--- src/rtl/vram_arb_if.sv ---
// vram_arb_if: requester and VRAM-side signals of the video RAM arbiter.
// slave  = arbiter side, master = requesters plus the VRAM macro.
interface vram_arb_if #(
   parameter int AW = 16,
   parameter int DW = 8
);
   logic          vga_req;
   logic [AW-1:0] vga_addr;
   logic          vga_ack;
   logic          vga_rvalid;

   logic          cpu_req;
   logic [AW-1:0] cpu_addr;
   logic          cpu_we;
   logic [DW-1:0] cpu_dbw;
   logic          cpu_ack;
   logic          cpu_rvalid;

   logic          dma_req;
   logic [AW-1:0] dma_addr;
   logic          dma_we;
   logic [DW-1:0] dma_dbw;
   logic          dma_ack;
   logic          dma_rvalid;

   logic [AW-1:0] ram_addr;
   logic          ram_we;
   logic [DW-1:0] ram_dbw;
   logic [DW-1:0] vram_dbr;   // read data goes straight from the macro to the requesters

   modport slave (
      input  vga_req, vga_addr,
      input  cpu_req, cpu_addr, cpu_we, cpu_dbw,
      input  dma_req, dma_addr, dma_we, dma_dbw,
      input  vram_dbr,
      output vga_ack, vga_rvalid, cpu_ack, cpu_rvalid, dma_ack, dma_rvalid,
      output ram_addr, ram_we, ram_dbw
   );

   modport master (
      output vga_req, vga_addr,
      output cpu_req, cpu_addr, cpu_we, cpu_dbw,
      output dma_req, dma_addr, dma_we, dma_dbw,
      output vram_dbr,
      input  vga_ack, vga_rvalid, cpu_ack, cpu_rvalid, dma_ack, dma_rvalid,
      input  ram_addr, ram_we, ram_dbw
   );
endinterface

--- src/rtl/vram_arb.sv ---
// vram_arb: cycle-level arbiter for one registered-output single-port VRAM.
// VGA owns every phase-0 slot; CPU and DMA share the remaining bandwidth
// round-robin. Grants are decided combinationally and issued one cycle later.
// Optional stall statistics counter: define VRAM_ARB_STATS_EN.
module vram_arb #(
   parameter int AW     = 16,
   parameter int DW     = 8,
   parameter int STAT_W = 16
) (
   input  logic              clk,
   input  logic              rst,        // asynchronous, active low
   vram_arb_if.slave         bus,
   output logic [STAT_W-1:0] stall_cnt
);
   typedef enum logic {PH_VGA = 1'b0, PH_SHARED = 1'b1} phase_t;
   typedef enum logic [1:0] {G_NONE, G_VGA, G_CPU, G_DMA} grant_t;

   phase_t        phase_reg, phase_next;
   logic          rr_ptr_reg, rr_ptr_next;   // 0: CPU wins next contest, 1: DMA
   grant_t        grant;
   logic          cpu_elig, dma_elig;

   logic [AW-1:0] ram_addr_reg;
   logic          ram_we_reg;
   logic [DW-1:0] ram_dbw_reg;
   logic          vga_ack_reg, cpu_ack_reg, dma_ack_reg;
   logic          vga_rvalid_reg, cpu_rvalid_reg, dma_rvalid_reg;

   // A held request is masked during its own ack cycle so it is issued once.
   assign cpu_elig = bus.cpu_req & ~cpu_ack_reg;
   assign dma_elig = bus.dma_req & ~dma_ack_reg;

   // Slot phase and round-robin pointer register.
   always_ff @(posedge clk or negedge rst) begin
      if (!rst) begin
         phase_reg  <= PH_VGA;
         rr_ptr_reg <= 1'b0;
      end else begin
         phase_reg  <= phase_next;
         rr_ptr_reg <= rr_ptr_next;
      end
   end

   // Grant decision for this cycle and next slot phase.
   always_comb begin
      phase_next  = (phase_reg == PH_VGA) ? PH_SHARED : PH_VGA;
      rr_ptr_next = rr_ptr_reg;
      grant       = G_NONE;
      if (phase_reg == PH_VGA && bus.vga_req) begin
         grant = G_VGA;
      end else if (cpu_elig && dma_elig) begin
         grant       = rr_ptr_reg ? G_DMA : G_CPU;
         rr_ptr_next = ~rr_ptr_reg;
      end else if (cpu_elig) begin
         grant = G_CPU;
      end else if (dma_elig) begin
         grant = G_DMA;
      end else if (bus.vga_req) begin
         grant = G_VGA;   // spare shared slot goes to scan-out
      end
   end

   // Issue the granted access to the RAM and raise the matching ack/rvalid.
   always_ff @(posedge clk or negedge rst) begin
      if (!rst) begin
         ram_addr_reg   <= '0;
         ram_we_reg     <= 1'b0;
         ram_dbw_reg    <= '0;
         vga_ack_reg    <= 1'b0;
         cpu_ack_reg    <= 1'b0;
         dma_ack_reg    <= 1'b0;
         vga_rvalid_reg <= 1'b0;
         cpu_rvalid_reg <= 1'b0;
         dma_rvalid_reg <= 1'b0;
      end else begin
         vga_ack_reg <= (grant == G_VGA);
         cpu_ack_reg <= (grant == G_CPU);
         dma_ack_reg <= (grant == G_DMA);
         case (grant)
            G_VGA: begin
               ram_addr_reg <= bus.vga_addr;
               ram_we_reg   <= 1'b0;
            end
            G_CPU: begin
               ram_addr_reg <= bus.cpu_addr;
               ram_we_reg   <= bus.cpu_we;
               ram_dbw_reg  <= bus.cpu_dbw;
            end
            G_DMA: begin
               ram_addr_reg <= bus.dma_addr;
               ram_we_reg   <= bus.dma_we;
               ram_dbw_reg  <= bus.dma_dbw;
            end
            default: ram_we_reg <= 1'b0;   // idle: address and data hold
         endcase
         // RAM output register makes read data valid the cycle after issue.
         vga_rvalid_reg <= vga_ack_reg;
         cpu_rvalid_reg <= cpu_ack_reg & ~ram_we_reg;
         dma_rvalid_reg <= dma_ack_reg & ~ram_we_reg;
      end
   end

   assign bus.ram_addr   = ram_addr_reg;
   assign bus.ram_we     = ram_we_reg;
   assign bus.ram_dbw    = ram_dbw_reg;
   assign bus.vga_ack    = vga_ack_reg;
   assign bus.cpu_ack    = cpu_ack_reg;
   assign bus.dma_ack    = dma_ack_reg;
   assign bus.vga_rvalid = vga_rvalid_reg;
   assign bus.cpu_rvalid = cpu_rvalid_reg;
   assign bus.dma_rvalid = dma_rvalid_reg;

`ifdef VRAM_ARB_STATS_EN
   logic              stall_now;
   logic [STAT_W-1:0] stall_cnt_reg;

   assign stall_now = (cpu_elig && grant != G_CPU) || (dma_elig && grant != G_DMA);

   // Saturating count of cycles where an eligible CPU/DMA request waited.
   always_ff @(posedge clk or negedge rst) begin
      if (!rst) begin
         stall_cnt_reg <= '0;
      end else if (stall_now && !(&stall_cnt_reg)) begin
         stall_cnt_reg <= stall_cnt_reg + {{(STAT_W-1){1'b0}}, 1'b1};
      end
   end

   assign stall_cnt = stall_cnt_reg;
`else
   assign stall_cnt = '0;
`endif
endmodule
--- src/flat_wrapper.sv ---
// flat-port wrapper written by rule: the top's interface ports become plain ports
module vram_arb_flat 
#(
   parameter int AW     = 16,
   parameter int DW     = 8,
   parameter int STAT_W = 16
)
  (clk, rst, stall_cnt, bus_vga_req, bus_vga_addr, bus_cpu_req, bus_cpu_addr, bus_cpu_we, bus_cpu_dbw, bus_dma_req, bus_dma_addr, bus_dma_we, bus_dma_dbw, bus_vram_dbr, bus_vga_ack, bus_vga_rvalid, bus_cpu_ack, bus_cpu_rvalid, bus_dma_ack, bus_dma_rvalid, bus_ram_addr, bus_ram_we, bus_ram_dbw);
  vram_arb_if #(.AW(AW), .DW(DW)) bus_i ();
  input  logic clk;
  input  logic rst;
  output logic [STAT_W-1:0] stall_cnt;
  input wire logic [$bits(bus_i.vga_req)-1:0] bus_vga_req;
  input wire logic [$bits(bus_i.vga_addr)-1:0] bus_vga_addr;
  input wire logic [$bits(bus_i.cpu_req)-1:0] bus_cpu_req;
  input wire logic [$bits(bus_i.cpu_addr)-1:0] bus_cpu_addr;
  input wire logic [$bits(bus_i.cpu_we)-1:0] bus_cpu_we;
  input wire logic [$bits(bus_i.cpu_dbw)-1:0] bus_cpu_dbw;
  input wire logic [$bits(bus_i.dma_req)-1:0] bus_dma_req;
  input wire logic [$bits(bus_i.dma_addr)-1:0] bus_dma_addr;
  input wire logic [$bits(bus_i.dma_we)-1:0] bus_dma_we;
  input wire logic [$bits(bus_i.dma_dbw)-1:0] bus_dma_dbw;
  input wire logic [$bits(bus_i.vram_dbr)-1:0] bus_vram_dbr;
  output wire logic [$bits(bus_i.vga_ack)-1:0] bus_vga_ack;
  output wire logic [$bits(bus_i.vga_rvalid)-1:0] bus_vga_rvalid;
  output wire logic [$bits(bus_i.cpu_ack)-1:0] bus_cpu_ack;
  output wire logic [$bits(bus_i.cpu_rvalid)-1:0] bus_cpu_rvalid;
  output wire logic [$bits(bus_i.dma_ack)-1:0] bus_dma_ack;
  output wire logic [$bits(bus_i.dma_rvalid)-1:0] bus_dma_rvalid;
  output wire logic [$bits(bus_i.ram_addr)-1:0] bus_ram_addr;
  output wire logic [$bits(bus_i.ram_we)-1:0] bus_ram_we;
  output wire logic [$bits(bus_i.ram_dbw)-1:0] bus_ram_dbw;
  assign bus_i.vga_req = bus_vga_req;
  assign bus_i.vga_addr = bus_vga_addr;
  assign bus_i.cpu_req = bus_cpu_req;
  assign bus_i.cpu_addr = bus_cpu_addr;
  assign bus_i.cpu_we = bus_cpu_we;
  assign bus_i.cpu_dbw = bus_cpu_dbw;
  assign bus_i.dma_req = bus_dma_req;
  assign bus_i.dma_addr = bus_dma_addr;
  assign bus_i.dma_we = bus_dma_we;
  assign bus_i.dma_dbw = bus_dma_dbw;
  assign bus_i.vram_dbr = bus_vram_dbr;
  assign bus_vga_ack = bus_i.vga_ack;
  assign bus_vga_rvalid = bus_i.vga_rvalid;
  assign bus_cpu_ack = bus_i.cpu_ack;
  assign bus_cpu_rvalid = bus_i.cpu_rvalid;
  assign bus_dma_ack = bus_i.dma_ack;
  assign bus_dma_rvalid = bus_i.dma_rvalid;
  assign bus_ram_addr = bus_i.ram_addr;
  assign bus_ram_we = bus_i.ram_we;
  assign bus_ram_dbw = bus_i.ram_dbw;
  vram_arb #(.AW(AW), .DW(DW), .STAT_W(STAT_W)) u_core (.clk(clk), .rst(rst), .bus(bus_i), .stall_cnt(stall_cnt));
endmodule
--- config.mk ---
export PLATFORM = sky130hd
export DESIGN_NAME = vram_arb_flat
export DESIGN_NICKNAME = d
export VERILOG_FILES = /design/src/rtl/vram_arb_if.sv /design/src/rtl/vram_arb.sv /design/src/flat_wrapper.sv
export SDC_FILE = /design/constraint.sdc
export NUM_CORES = 1
export LEC_CHECK = 0
export ABC_CLOCK_PERIOD_IN_PS = 1900
export CORE_ASPECT_RATIO = 1.5
export CORE_UTILIZATION = 31
export CTS_BUF_LIST = sky130_fd_sc_hd__clkbuf_8 sky130_fd_sc_hd__clkbuf_16
export DETAILED_ROUTE_END_ITERATION = 12
export PLACE_DENSITY = 0.87
export SYNTH_ARGS = -nofsm -noshare
export SYNTH_HDL_FRONTEND = slang
export SYNTH_SLANG_ARGS = --single-unit
--- constraint.sdc ---
create_clock -name clk -period 1.9 [get_ports clk]
set_clock_uncertainty 0.2 [all_clocks]
set_input_delay 0.38 -clock clk [delete_from_list [all_inputs] [get_ports clk]]
set_output_delay 0.38 -clock clk [all_outputs]
set_load 0.05 [all_outputs]
==> results <==
what timing repair did:
item | in CTS | in global routing
setup buffers | 7 | 1
hold buffers | 1 | 0
endpoints found under the hold margin | 20 | 0
pin swaps | 2 | 3
setup endpoints to repair | 16 | 24
resized for setup | 13 | 5
cloned | 1 | 0
logic make-up after synthesis:
logic type             count (synthesis)
AO/OA/AOI/OAI                         13
XOR/XNOR                               1
buffers and inverters                 25
flip-flops                            33
multiplexers                          16
other                                  1
AND/OR/NAND/NOR                       37
power groups by stage:
| stage | sequential [mW] | combinational (mW) | clock (mW) |
|---|---|---|---|
| after floorplan | 1.50 | 0.496 | 0 |
| after global placement | 0.975 | 1.51 | 0 |
| after detailed placement | 0.980 | 1.54 | 0 |
| after CTS | 0.973 | 1.65 | 0.602 |
| after global routing | 0.991 | 1.74 | 0.629 |
| final | 0.974 | 1.65 | 0.579 |
Yosys cell counts, drive strengths merged:
cell type,number,area [um2]
buf,21,165
a21bo,1,10.0
dfrtp,33,826
nand2b,1,6.26
and2b,1,7.51
conb,1,3.75
xnor2,1,8.76
nand2,16,60.1
a21oi,1,5.00
clkbuf,3,11.3
mux4,16,383
inv,1,3.75
nor2,2,7.51
nand3b,1,20.0
and3,1,6.26
nor2b,3,18.8
o211ai,8,60.1
o21a,1,7.51
o21bai,1,7.51
o21ai,1,5.00
and2,2,17.5
nand3,2,10.0
nand4,8,50.1
stage by stage:
step / std cells / setup WS (ns) / hold WS [ns]
after global placement: 302 / -0.495 / 0.164
after floorplan: 141 / -0.297 / -0.116
final: 320 / -0.0706 / 0.201
after detailed placement: 302 / -0.544 / 0.180
after CTS: 319 / -0.109 / 0.198
after global routing: 320 / -0.136 / 0.208
worst max-delay path: stages (launching register included):
cell,delay [ns]
dfrtp_2,0.37
and2b_2,0.24
o21bai_4,0.11
and2_4,0.26
buf_12,0.15
mux4_2,0.50
layer usage:
metal | share of wire [%] | wire length (um) | vias up | track usage (%)
met3 | 6.7 | 333 | 8 | 4.68
li1 | - | - | 680 | -
met5 | 0 | 0 | - | 0
met1 | 36 | 1780 | 717 | 18.2
met4 | 2.1 | 105 | 0 | 7.56
met2 | 55 | 2750 | 80 | 34.1
cell type report:
type	count	area [um2]
Clock buffer	7	96.3
Clock inverter	1	5.00
Fill cell	469	2250
Inverter	1	3.75
Multi-Input combinational cell	83	752
Sequential cell	33	828
Tap cell	68	85.1
Timing Repair Buffer	127	1190
worst max-delay path by stage:
| stage | from | endpoint | slack [ns] | cells past startpoint |
|---|---|---|---|---|
| floorplan | u_core.bus.dma_ack | u_core.bus.ram_addr[10] | -0.30 | 6 |
| global placement | bus_cpu_req | u_core.bus.ram_addr[7] | -0.49 | 6 |
| detailed placement | bus_dma_req | u_core.bus.ram_addr[12] | -0.54 | 6 |
| CTS | u_core.bus.dma_ack | u_core.bus.ram_addr[12] | -0.11 | 5 |
| global route | u_core.bus.dma_ack | u_core.bus.ram_addr[12] | -0.14 | 5 |
| finish | u_core.bus.dma_ack | u_core.bus.ram_addr[12] | -0.07 | 5 |
==> flow_summary.yaml <==
worst_hold_path:
  hold_path_depth: 0
  min_to: "u_core.bus.vga_rvalid"
  min_path_type: "register to register"
  hp-start: "u_core.bus.vga_ack"
floorplanning:
  coreArea_mm2: 0.00520
  initial_core_util_pct: 32.7
  rows: 32
  die_y_um: 92.7
  fp.dieW_um: 62.5
  dieArea_mm2: 0.00579
  top_level_ports: 126
pwr:
  power.density_mw_per_mm2: 1080
  power_mw: 3.20
  power_frac_clock_pct: 18.1
  internal_power_mw: 1.90
  ir_drop_mv: 0.552
  power_frac_comb_pct: 51.5
  p_leak_nw: 1.31
  power.sequential.fraction_pct: 30.4
  swShare_pct: 40.6
  switchingPower_mw: 1.30
finish:
  drive_gt1_share_pct: 36.1
  largest_reg_flops: 16
  final_common_cell: "clkdlybuf4s50_1"
  final_core_util_pct: 56.8
  nets: 330
  fin_area_mm2: 0.00296
  area_delta_synth_final_pct: 73.9
  layout_common_cells: "66 x clkdlybuf4s50_1, 48 x buf_4, 31 x dfrtp_1"
  num_antenna_cells: 0
yosys:
  synth_area_mm2: 0.00170
  synth_top_family_by_area: "multiplexers"
  postSynthCellCount: 126
  ys_seq_area_share_pct: 48.6
  ys_seq_elements: 33
  yosys.area_share.adder_pct: 0
  avgSynthCellArea_um2: 13.5
  synthXorXnorAreaFrac_pct: 0.515
  ys_warn_count: 0
  yosys-mux-area-fraction_pct: 22.5
  synth_compound_area_share_pct: 5.59
  synth-simple-area-share_pct: 12.0
  synth.lib_cells_used.distinct: 28
clocking:
  clkLatencyLatePin_ns: 0.28
  clkSlewWorstSetupHoldPaths_ns: 0.07
  root_buffer: "clkbuf_8"
  clock_sinks: 33
  cts-htree-levels: 2
  cts_tree: "built"
  clock_path_buffers: 2
  cts_made_buffers: 5
sta:
  postLayoutSetupSlackWorst_ns: -0.0706
  rsz0062_at_grt: "true"
  fin_crit_ns: 1.97
  fmax_mhz: 507
  fin_tns_setup_ns: -0.588
  min_period_over_period_pct: 104
  setup_violations: 16
  hold_violations: 0
  maxSlewViolCount: 0
drt:
  dr_total_vias: 1485
  drt-vias-per-instance: 4.64
  postRouteAntennaNets: 0
  drc: 0
  post_drt_wl_per_cell_um: 15.5
  drt_iter0_markers: 44
  first_pass_iters: 4
  wl_mm: 4.96
setup_path:
  worstRegToRegCells: 5
  crit_arrival_ns: 1.91
  end_kind: "register"
  critPathMaxFanout: 7
  r2r_setup_slack_ns: -0.07
  start_kind: "register"
  worst_r2r_startpoint: "u_core.bus.dma_ack"
  r2r_end: "u_core.bus.ram_addr[12]"
  cp.required_ns: 1.84
  critical_path_class: "register to register"
global_route:
  grt_max_degree: 22
  grt_pass1_wl_mm: 7.94
  grt.total_usage_pct: 18.0
  antenna_found_initial: 0
  grt_pass1_vias: 1657
  overflow: 0
run_status:
  status: "finished, violations left"
  violations: "setup timing"
place:
  dpl_cell_area_mm2: 0.00274
  port_buffers: 101
  dp_hpwl_mm: 3.74
  gp_congestion: 0.745
run:
  cap_violations: 0
Power figures use the tool's default switching activity.
